File: config.mk
export PLATFORM = sky130hd
export DESIGN_NAME = f1_lights_ctrl_flat
export DESIGN_NICKNAME = d
export VERILOG_FILES = /design/src/rtl/f1_lights_ctrl_if.sv /design/src/rtl/f1_lights_ctrl.sv /design/src/flat_wrapper.sv
export SDC_FILE = /design/constraint.sdc
export NUM_CORES = 1
export LEC_CHECK = 0
export CELL_PAD_IN_SITES_DETAIL_PLACEMENT = 1
export CELL_PAD_IN_SITES_GLOBAL_PLACEMENT = 1
export CORE_UTILIZATION = 45
export DETAILED_ROUTE_END_ITERATION = 16
export PLACE_DENSITY_LB_ADDON = 0.1
export SLEW_MARGIN = 10
export SYNTH_ARGS = -nofsm -noshare
export SYNTH_HDL_FRONTEND = slang
export SYNTH_SLANG_ARGS = --single-unit
File: constraint.sdc
create_clock -name clk -period 3.2 [get_ports clk]
set_input_delay 0.48 -clock clk [delete_from_list [all_inputs] [get_ports clk]]
set_output_delay 0.48 -clock clk [all_outputs]
set_load 0.02 [all_outputs]
File: src/rtl/f1_lights_ctrl_if.sv
// Lamp/delay-counter bus of the F1 start-light controller.
// master = controller side, slave = clktick / delay counter / lamp driver side.
interface f1_lights_ctrl_if #(
   parameter int N_LIGHTS = 8,
   parameter int DELAY_W  = 7
);
   logic                en;
   logic                trigger;
   logic                delay_done;
   logic [N_LIGHTS-1:0] data_out;
   logic                cmd_seq;
   logic                cmd_delay;
   logic [DELAY_W-1:0]  delay_k;
   logic                lights_out;
   logic                busy;

   modport master (
      input  en, trigger, delay_done,
      output data_out, cmd_seq, cmd_delay, delay_k, lights_out, busy
   );

   modport slave (
      output en, trigger, delay_done,
      input  data_out, cmd_seq, cmd_delay, delay_k, lights_out, busy
   );
endinterface

File: src/rtl/f1_lights_ctrl.sv
// F1 start lights: trigger edge -> one lamp per en tick -> all-on for an LFSR-random delay -> lights out.
// Latency: first lamp on the first en after the registered trigger edge; delay_done to dark is 1 cycle.
// Backpressure: none; en paces FILL, the external delay counter paces HOLD via cmd_delay/delay_done.
module f1_lights_ctrl #(
   parameter int                 N_LIGHTS     = 8,
   parameter int                 DELAY_W      = 7,
   parameter logic [DELAY_W-1:0] LFSR_TAPS    = 7'h44,
   parameter logic [DELAY_W-1:0] LFSR_SEED    = 7'h01,
   parameter bit                 AUTO_RESTART = 1'b0
) (
   input  logic                clk,
   input  logic                rst,
   f1_lights_ctrl_if.master    bus
);
   localparam int CNT_W = $clog2(N_LIGHTS + 1);
   localparam logic [CNT_W-1:0] CNT_LAST = CNT_W'(N_LIGHTS - 1);

   localparam logic [1:0] IDLE = 2'd0;
   localparam logic [1:0] FILL = 2'd1;
   localparam logic [1:0] HOLD = 2'd2;

   logic [1:0]          state_q, state_d;
   logic [N_LIGHTS-1:0] data_q, data_d;
   logic [CNT_W-1:0]    cnt_q, cnt_d;
   logic [DELAY_W-1:0]  lfsr_q, lfsr_d;
   logic [DELAY_W-1:0]  delay_k_q, delay_k_d;
   logic                trig_q, trig_d;
   logic                pend_q, pend_d;
   logic                cmd_delay_q, cmd_delay_d;
   logic                lights_out_q, lights_out_d;
   logic                cmd_seq_q, cmd_seq_d;
   logic                busy_q, busy_d;
   logic                rise;

   always_comb begin
      state_d      = state_q;
      data_d       = data_q;
      cnt_d        = cnt_q;
      pend_d       = pend_q;
      delay_k_d    = delay_k_q;
      cmd_delay_d  = 1'b0;
      lights_out_d = 1'b0;
      trig_d       = bus.trigger;
      lfsr_d       = {lfsr_q[DELAY_W-2:0], ^(lfsr_q & LFSR_TAPS)};
      rise         = bus.trigger & ~trig_q;

      case (state_q)
         IDLE: begin
            // The start uses the registered pending flag, so a rise coinciding with en waits for the next en.
            if (pend_q && bus.en) begin
               state_d = FILL;
               data_d  = {{(N_LIGHTS-1){1'b0}}, 1'b1};
               cnt_d   = CNT_W'(1);
               pend_d  = 1'b0;
            end else if (rise) begin
               pend_d = 1'b1;
            end
         end
         FILL: begin
            if (bus.en) begin
               data_d = {data_q[N_LIGHTS-2:0], 1'b1};
               cnt_d  = cnt_q + 1'b1;
               if (cnt_q == CNT_LAST) begin
                  state_d     = HOLD;
                  cmd_delay_d = 1'b1;
                  delay_k_d   = lfsr_q;
               end
            end
         end
         HOLD: begin
            // A done pulse alongside our own load command belongs to the previous count.
            if (bus.delay_done && !cmd_delay_q) begin
               data_d       = '0;
               cnt_d        = '0;
               lights_out_d = 1'b1;
               state_d      = AUTO_RESTART ? FILL : IDLE;
            end
         end
         default: begin
            state_d = IDLE;
            data_d  = '0;
            cnt_d   = '0;
            pend_d  = 1'b0;
         end
      endcase

      cmd_seq_d = (state_d != HOLD);
      busy_d    = (state_d == FILL) || (state_d == HOLD);
   end

   always_ff @(posedge clk or negedge rst) begin
      if (!rst) begin
         state_q      <= IDLE;
         data_q       <= '0;
         cnt_q        <= '0;
         lfsr_q       <= LFSR_SEED;
         delay_k_q    <= '0;
         trig_q       <= 1'b1;
         pend_q       <= 1'b0;
         cmd_delay_q  <= 1'b0;
         lights_out_q <= 1'b0;
         cmd_seq_q    <= 1'b1;
         busy_q       <= 1'b0;
      end else begin
         state_q      <= state_d;
         data_q       <= data_d;
         cnt_q        <= cnt_d;
         lfsr_q       <= lfsr_d;
         delay_k_q    <= delay_k_d;
         trig_q       <= trig_d;
         pend_q       <= pend_d;
         cmd_delay_q  <= cmd_delay_d;
         lights_out_q <= lights_out_d;
         cmd_seq_q    <= cmd_seq_d;
         busy_q       <= busy_d;
      end
   end

   assign bus.data_out   = data_q;
   assign bus.cmd_seq    = cmd_seq_q;
   assign bus.cmd_delay  = cmd_delay_q;
   assign bus.delay_k    = delay_k_q;
   assign bus.lights_out = lights_out_q;
   assign bus.busy       = busy_q;
endmodule
File: src/flat_wrapper.sv
// flat-port wrapper written by rule: the top's interface ports become plain ports
module f1_lights_ctrl_flat 
#(
   parameter int                 N_LIGHTS     = 8,
   parameter int                 DELAY_W      = 7,
   parameter logic [DELAY_W-1:0] LFSR_TAPS    = 7'h44,
   parameter logic [DELAY_W-1:0] LFSR_SEED    = 7'h01,
   parameter bit                 AUTO_RESTART = 1'b0
)
  (clk, rst, bus_en, bus_trigger, bus_delay_done, bus_data_out, bus_cmd_seq, bus_cmd_delay, bus_delay_k, bus_lights_out, bus_busy);
  f1_lights_ctrl_if #(.N_LIGHTS(N_LIGHTS), .DELAY_W(DELAY_W)) bus_i ();
  input  logic clk;
  input  logic rst;
  input wire logic [$bits(bus_i.en)-1:0] bus_en;
  input wire logic [$bits(bus_i.trigger)-1:0] bus_trigger;
  input wire logic [$bits(bus_i.delay_done)-1:0] bus_delay_done;
  output wire logic [$bits(bus_i.data_out)-1:0] bus_data_out;
  output wire logic [$bits(bus_i.cmd_seq)-1:0] bus_cmd_seq;
  output wire logic [$bits(bus_i.cmd_delay)-1:0] bus_cmd_delay;
  output wire logic [$bits(bus_i.delay_k)-1:0] bus_delay_k;
  output wire logic [$bits(bus_i.lights_out)-1:0] bus_lights_out;
  output wire logic [$bits(bus_i.busy)-1:0] bus_busy;
  assign bus_i.en = bus_en;
  assign bus_i.trigger = bus_trigger;
  assign bus_i.delay_done = bus_delay_done;
  assign bus_data_out = bus_i.data_out;
  assign bus_cmd_seq = bus_i.cmd_seq;
  assign bus_cmd_delay = bus_i.cmd_delay;
  assign bus_delay_k = bus_i.delay_k;
  assign bus_lights_out = bus_i.lights_out;
  assign bus_busy = bus_i.busy;
  f1_lights_ctrl #(.N_LIGHTS(N_LIGHTS), .DELAY_W(DELAY_W), .LFSR_TAPS(LFSR_TAPS), .LFSR_SEED(LFSR_SEED), .AUTO_RESTART(AUTO_RESTART)) u_core (.clk(clk), .rst(rst), .bus(bus_i));
endmodule
==> flow_results.org <==
** Detailed routing
- The routed layout has 1085 vias.
- Ratio of routed vias to standard cells :: 5.508
- The first TritonRoute pass finished after 5 iterations.
- Once detail routing completed, the nets flagged for antenna violations numbered 0.
- Dividing the detail-routed wire length by the instance count gives 16.29 µm.
- Final routed wirelength across all metal layers :: 3209 µm
- In the routed design, unresolved DRC markers number 0.
- Number of violations reported at the end of detailed-routing iteration 0 :: 69

** Placed design
- The wire-length estimate of the detail-placed layout is 2307 µm.
- Number of buffers inserted by port buffering :: 23
- At the end of routability-driven placement, the weighted congestion stood at 0.7589.

** Worst setup path
- Family of cells with the greatest summed delay on the critical path :: adder cells
- Largest incremental delay on the critical path :: 0.53 ns
- Crit path kind :: reg2reg
- STA classifies the critical path startpoint as a flip-flop.
- Data required time at the worst endpoint :: 3.48 ns
- STA puts the critical path data arrival time at 2.46 ns.
- STA classifies the critical path endpoint as a flip-flop.
- Maximum net fanout on the critical path :: 16
- On the critical path, the stage with the largest delay is an instance of sky130_fd_sc_hd__ha_1.
- The critical path goes through inv_1 -> ha_1 -> nand2b_1 -> nor2_4 -> o221a_1 -> ha_1 -> inv_1.
- The number of buffers and inverters on the critical path is 2.

** Global routing
- Global routing used 20.96% of the available tracks.
- Via count of the first global-routing pass :: 1122
- Entering global routing, the biggest net connects 35 pins.
- Sum of overflow across all layers after global routing :: 0
- First-pass GRT wire length :: 5464 µm
- Antenna violations before repair :: 0

** Synth
- Synthesis inferred 34 register bits.
- Measured against the total synthesized area, the mux share comes to 5.172%.
- Of the post-synthesis cell area, the dominant cell type holds 50.90%.
- Avg Inst Size Synth :: 12.19 µm²
- Summing the areas of all xor and xnor instances in the mapped netlist gives 0.5747% of the synthesized area.
- The mapped netlist covers 0.001524 mm².
- Basic-gate share of the synthesized area counting and, or, nand and nor cells :: 10.67%
- In the synthesized netlist, the number of instances is 125.
- Sequential elements use 56.08% of the synthesized area.
- By area, the combinational part of the netlist is dominated by compound AO/OA/AOI/OAI gates.
- After synthesis, the cell types taking the most area are sky130_fd_sc_hd__dfrtp_1, sky130_fd_sc_hd__dfstp_2, sky130_fd_sc_hd__a211o_1.
- Compound-Gate Fraction of Synth Area :: 17.98%
- Arithmetic-cell share of the synthesized area counting full adders, half adders and majority gates :: 4.926%
- For this run, the number of Yosys warnings is 0.
- Library cell occupying the most area in the post-synthesis netlist :: sky130_fd_sc_hd__dfrtp_1
- Post-synthesis net count :: 136
- Number of distinct library cell variants in the gate-level netlist after synthesis :: 35

** Timing
- Hold Vio Cnt, Final :: 0
- Setup repair after global routing missed its margin :: false
- Clock skew :: 0.01126 ns
- Number of pins exceeding their max-slew limit in the final report :: 0
- Fraction of the cycle the final worst path needs :: 68.08%
- The tightest hold path in the finished design has a slack of 0.3910 ns.
- Total negative setup slack :: 0 ns
- Count of endpoints failing setup in the final report :: 0
- Derived from the worst setup path, the maximum achievable clock frequency is 459.0 MHz.
- Minimum clock period after layout :: 2.179 ns
- Measured slew at the worst slew-check pin :: 0.5958 ns
- The worst pin sits at a relative slew slack of 60.28%.

** Cells and area
- At the end of the flow the core is filled with cells to 60.12%.
- Fillcell total :: 327
- Multi-input logic area :: 599.3 µm²
- Share of cells above drive strength 1 :: 10.46%
- From synthesis to final layout, the design area changed by 23.40%.
- Post-layout nets :: 163
- FF/Latch Area :: 854.6 µm²
- The number of antenna diodes in the final layout is 0.

** Pwr
- Summing internal, switching and leakage power gives 1183 µW.
- In this run the static leakage power is 0.0008986 µW.
- Peak VDD IR :: 0.3788 mV
- Power density normalized to cell area :: 628.9 mW/mm²

** Floorplanning
- The floorplan step set the die height to 60.20 µm.
- 24 I/O pins were placed.
- Initial Utilization :: 48.72%
- The die covers 0.003623 mm².
- The die is 60.20 µm wide.
- The floorplan has 20 rows.
- The core region is 0.003128 mm².

** CTS
- Buffers inserted to repair hold after CTS numbered 0.
- Clock tree from TritonCTS :: done
- Clock tree synthesis inserted a total of 5 buffers.
- H-tree Lvls :: 2
- Count of instances resized after the clock tree is built :: 0
- The tree built by TritonCTS fans out to 34 sinks.
- Largest buffer count on any clock path :: 2
- Clock-pin slew was measured on the worst setup and hold paths at 0.10 ns.
- Clock tree synthesis selected as its root buffer the cell sky130_fd_sc_hd__clkbuf_4.
- Post-CTS timing repair inserted 0 buffers for setup.
- The clock reaches the later pin of the worst-skew pair after 0.33 ns.

** Min path
- Class of the worst hold path :: reg2reg

** Flow run
- Max-cap violations :: 0

** Outcome
- The flow ran to the end, and the final reports show no timing, DRC or antenna violations.
[cells in the mapped netlist]
library cell	number
sky130_fd_sc_hd__a211o_1	9
sky130_fd_sc_hd__a211oi_1	10
sky130_fd_sc_hd__a21boi_1	1
sky130_fd_sc_hd__a21o_1	1
sky130_fd_sc_hd__a21oi_1	1
sky130_fd_sc_hd__a221oi_1	1
sky130_fd_sc_hd__a221oi_2	1
sky130_fd_sc_hd__a2bb2oi_1	2
sky130_fd_sc_hd__a31oi_1	1
sky130_fd_sc_hd__and2_0	1
sky130_fd_sc_hd__and2_1	7
sky130_fd_sc_hd__buf_2	2
sky130_fd_sc_hd__buf_4	1
sky130_fd_sc_hd__buf_6	1
sky130_fd_sc_hd__clkbuf_1	2
sky130_fd_sc_hd__dfrtp_1	31
sky130_fd_sc_hd__dfstp_2	3
sky130_fd_sc_hd__ha_1	6
sky130_fd_sc_hd__inv_1	9
sky130_fd_sc_hd__mux2_1	7
sky130_fd_sc_hd__nand2_1	4
sky130_fd_sc_hd__nand2b_1	2
sky130_fd_sc_hd__nand3_1	9
sky130_fd_sc_hd__nand4_1	1
sky130_fd_sc_hd__nor2_1	1
sky130_fd_sc_hd__nor2_4	1
sky130_fd_sc_hd__nor2b_1	2
sky130_fd_sc_hd__o21ai_0	1
sky130_fd_sc_hd__o21ai_1	1
sky130_fd_sc_hd__o221a_1	1
sky130_fd_sc_hd__o22ai_1	1
sky130_fd_sc_hd__o32ai_2	1
sky130_fd_sc_hd__o41ai_1	1
sky130_fd_sc_hd__or3_1	1
sky130_fd_sc_hd__xor2_1	1
[cell type report]
cell class | instances | area share (%)
clock buffers | 7 | 2.927
multi-input cells | 76 | 31.87
repair buffers | 26 | 13.44
well taps | 44 | 2.927
flip-flops and latches | 34 | 45.44
clock inverters | 1 | 1.597
inverters | 9 | 1.796
[per-layer routing]
metal	share of wire [%]	routed length, µm	vias up	GRT usage (%)
met1	47	1496	555	27.63
met2	49	1565	21	34.07
met5	0	0	-	0
li1	-	-	509	-
met4	0	0	0	4.983
met3	4.6	147	0	5.844
[worst paths after layout]
| path | start | cells past startpoint | slack, ns | to |
|---|---|---|---|---|
| worst max-delay path | u_core.state_q[1]$_DFF_PN0_ | 7 | 1.02 | u_core.bus.busy$_DFF_PN0_ |
| worst min-delay path | u_core.lfsr_q[1]$_DFF_PN0_ | 0 | 0.39 | u_core.lfsr_q[2]$_DFF_PN0_ |
| worst max register to register | u_core.state_q[1]$_DFF_PN0_ | 7 | 1.02 | u_core.bus.busy$_DFF_PN0_ |
| worst min register to register | u_core.lfsr_q[1]$_DFF_PN0_ | 0 | 0.39 | u_core.lfsr_q[2]$_DFF_PN0_ |
| max in group asynchronous | rst | 2 | 2.31 | u_core.lfsr_q[0]$_DFF_PN1_ |
| min in group asynchronous | rst | 2 | 0.55 | u_core.bus.cmd_delay$_DFF_PN0_ |
[report_power, final]
group / switching, µW / internal, µW / leakage [µW]
Sequential: 43.1 / 475 / 0.000456
Combinational: 204 / 139 / 0.000398
Clock: 135 / 187 / 0.0000455
[registers in the layout, indices dropped and copies added (netlist names)]
signal and flops:
u_core.bus.data_out 8, u_core.bus.cmd_delay 1, u_core.lfsr_q 7, u_core.bus.cmd_seq 1, u_core.state_q 2, u_core.bus.busy 1, u_core.cnt_q 4, u_core.trig_q 1
u_core.bus.delay_k 7, u_core.pend_q 1, u_core.bus.lights_out 1
[logic make-up after synthesis]
kind of cell             after synthesis
AO/OA/AOI/OAI                         33
buffers and inverters                 15
AND/OR/NAND/NOR                       29
multiplexers                           7
adder cells (fa/ha/maj)                6
XOR/XNOR                               1
flip-flops                            34
[stage by stage]
step | instances | setup slack, ns | instance area (µm²)
final | 197 | 1.021 | 1881
after global placement | 189 | 0.8095 | 1795
after CTS | 197 | 0.9880 | 1881
after global routing | 197 | 0.8133 | 1881
after floorplan | 125 | 1.439 | 1524
after detailed placement | 189 | 0.7625 | 1795
[cells in the final DEF (no fill, tap or decap), types with 4 or more instances in the layout]
cell type	n
sky130_fd_sc_hd__clkbuf_4	5
sky130_fd_sc_hd__clkdlybuf4s50_1	23
sky130_fd_sc_hd__dfrtp_1	31
sky130_fd_sc_hd__nand3_1	9
sky130_fd_sc_hd__and2_1	7
sky130_fd_sc_hd__a211oi_1	10
sky130_fd_sc_hd__inv_1	9
sky130_fd_sc_hd__nand2_1	4
sky130_fd_sc_hd__a211o_1	9
sky130_fd_sc_hd__ha_1	6
sky130_fd_sc_hd__mux2_1	7
Power figures use the tool's default switching activity.
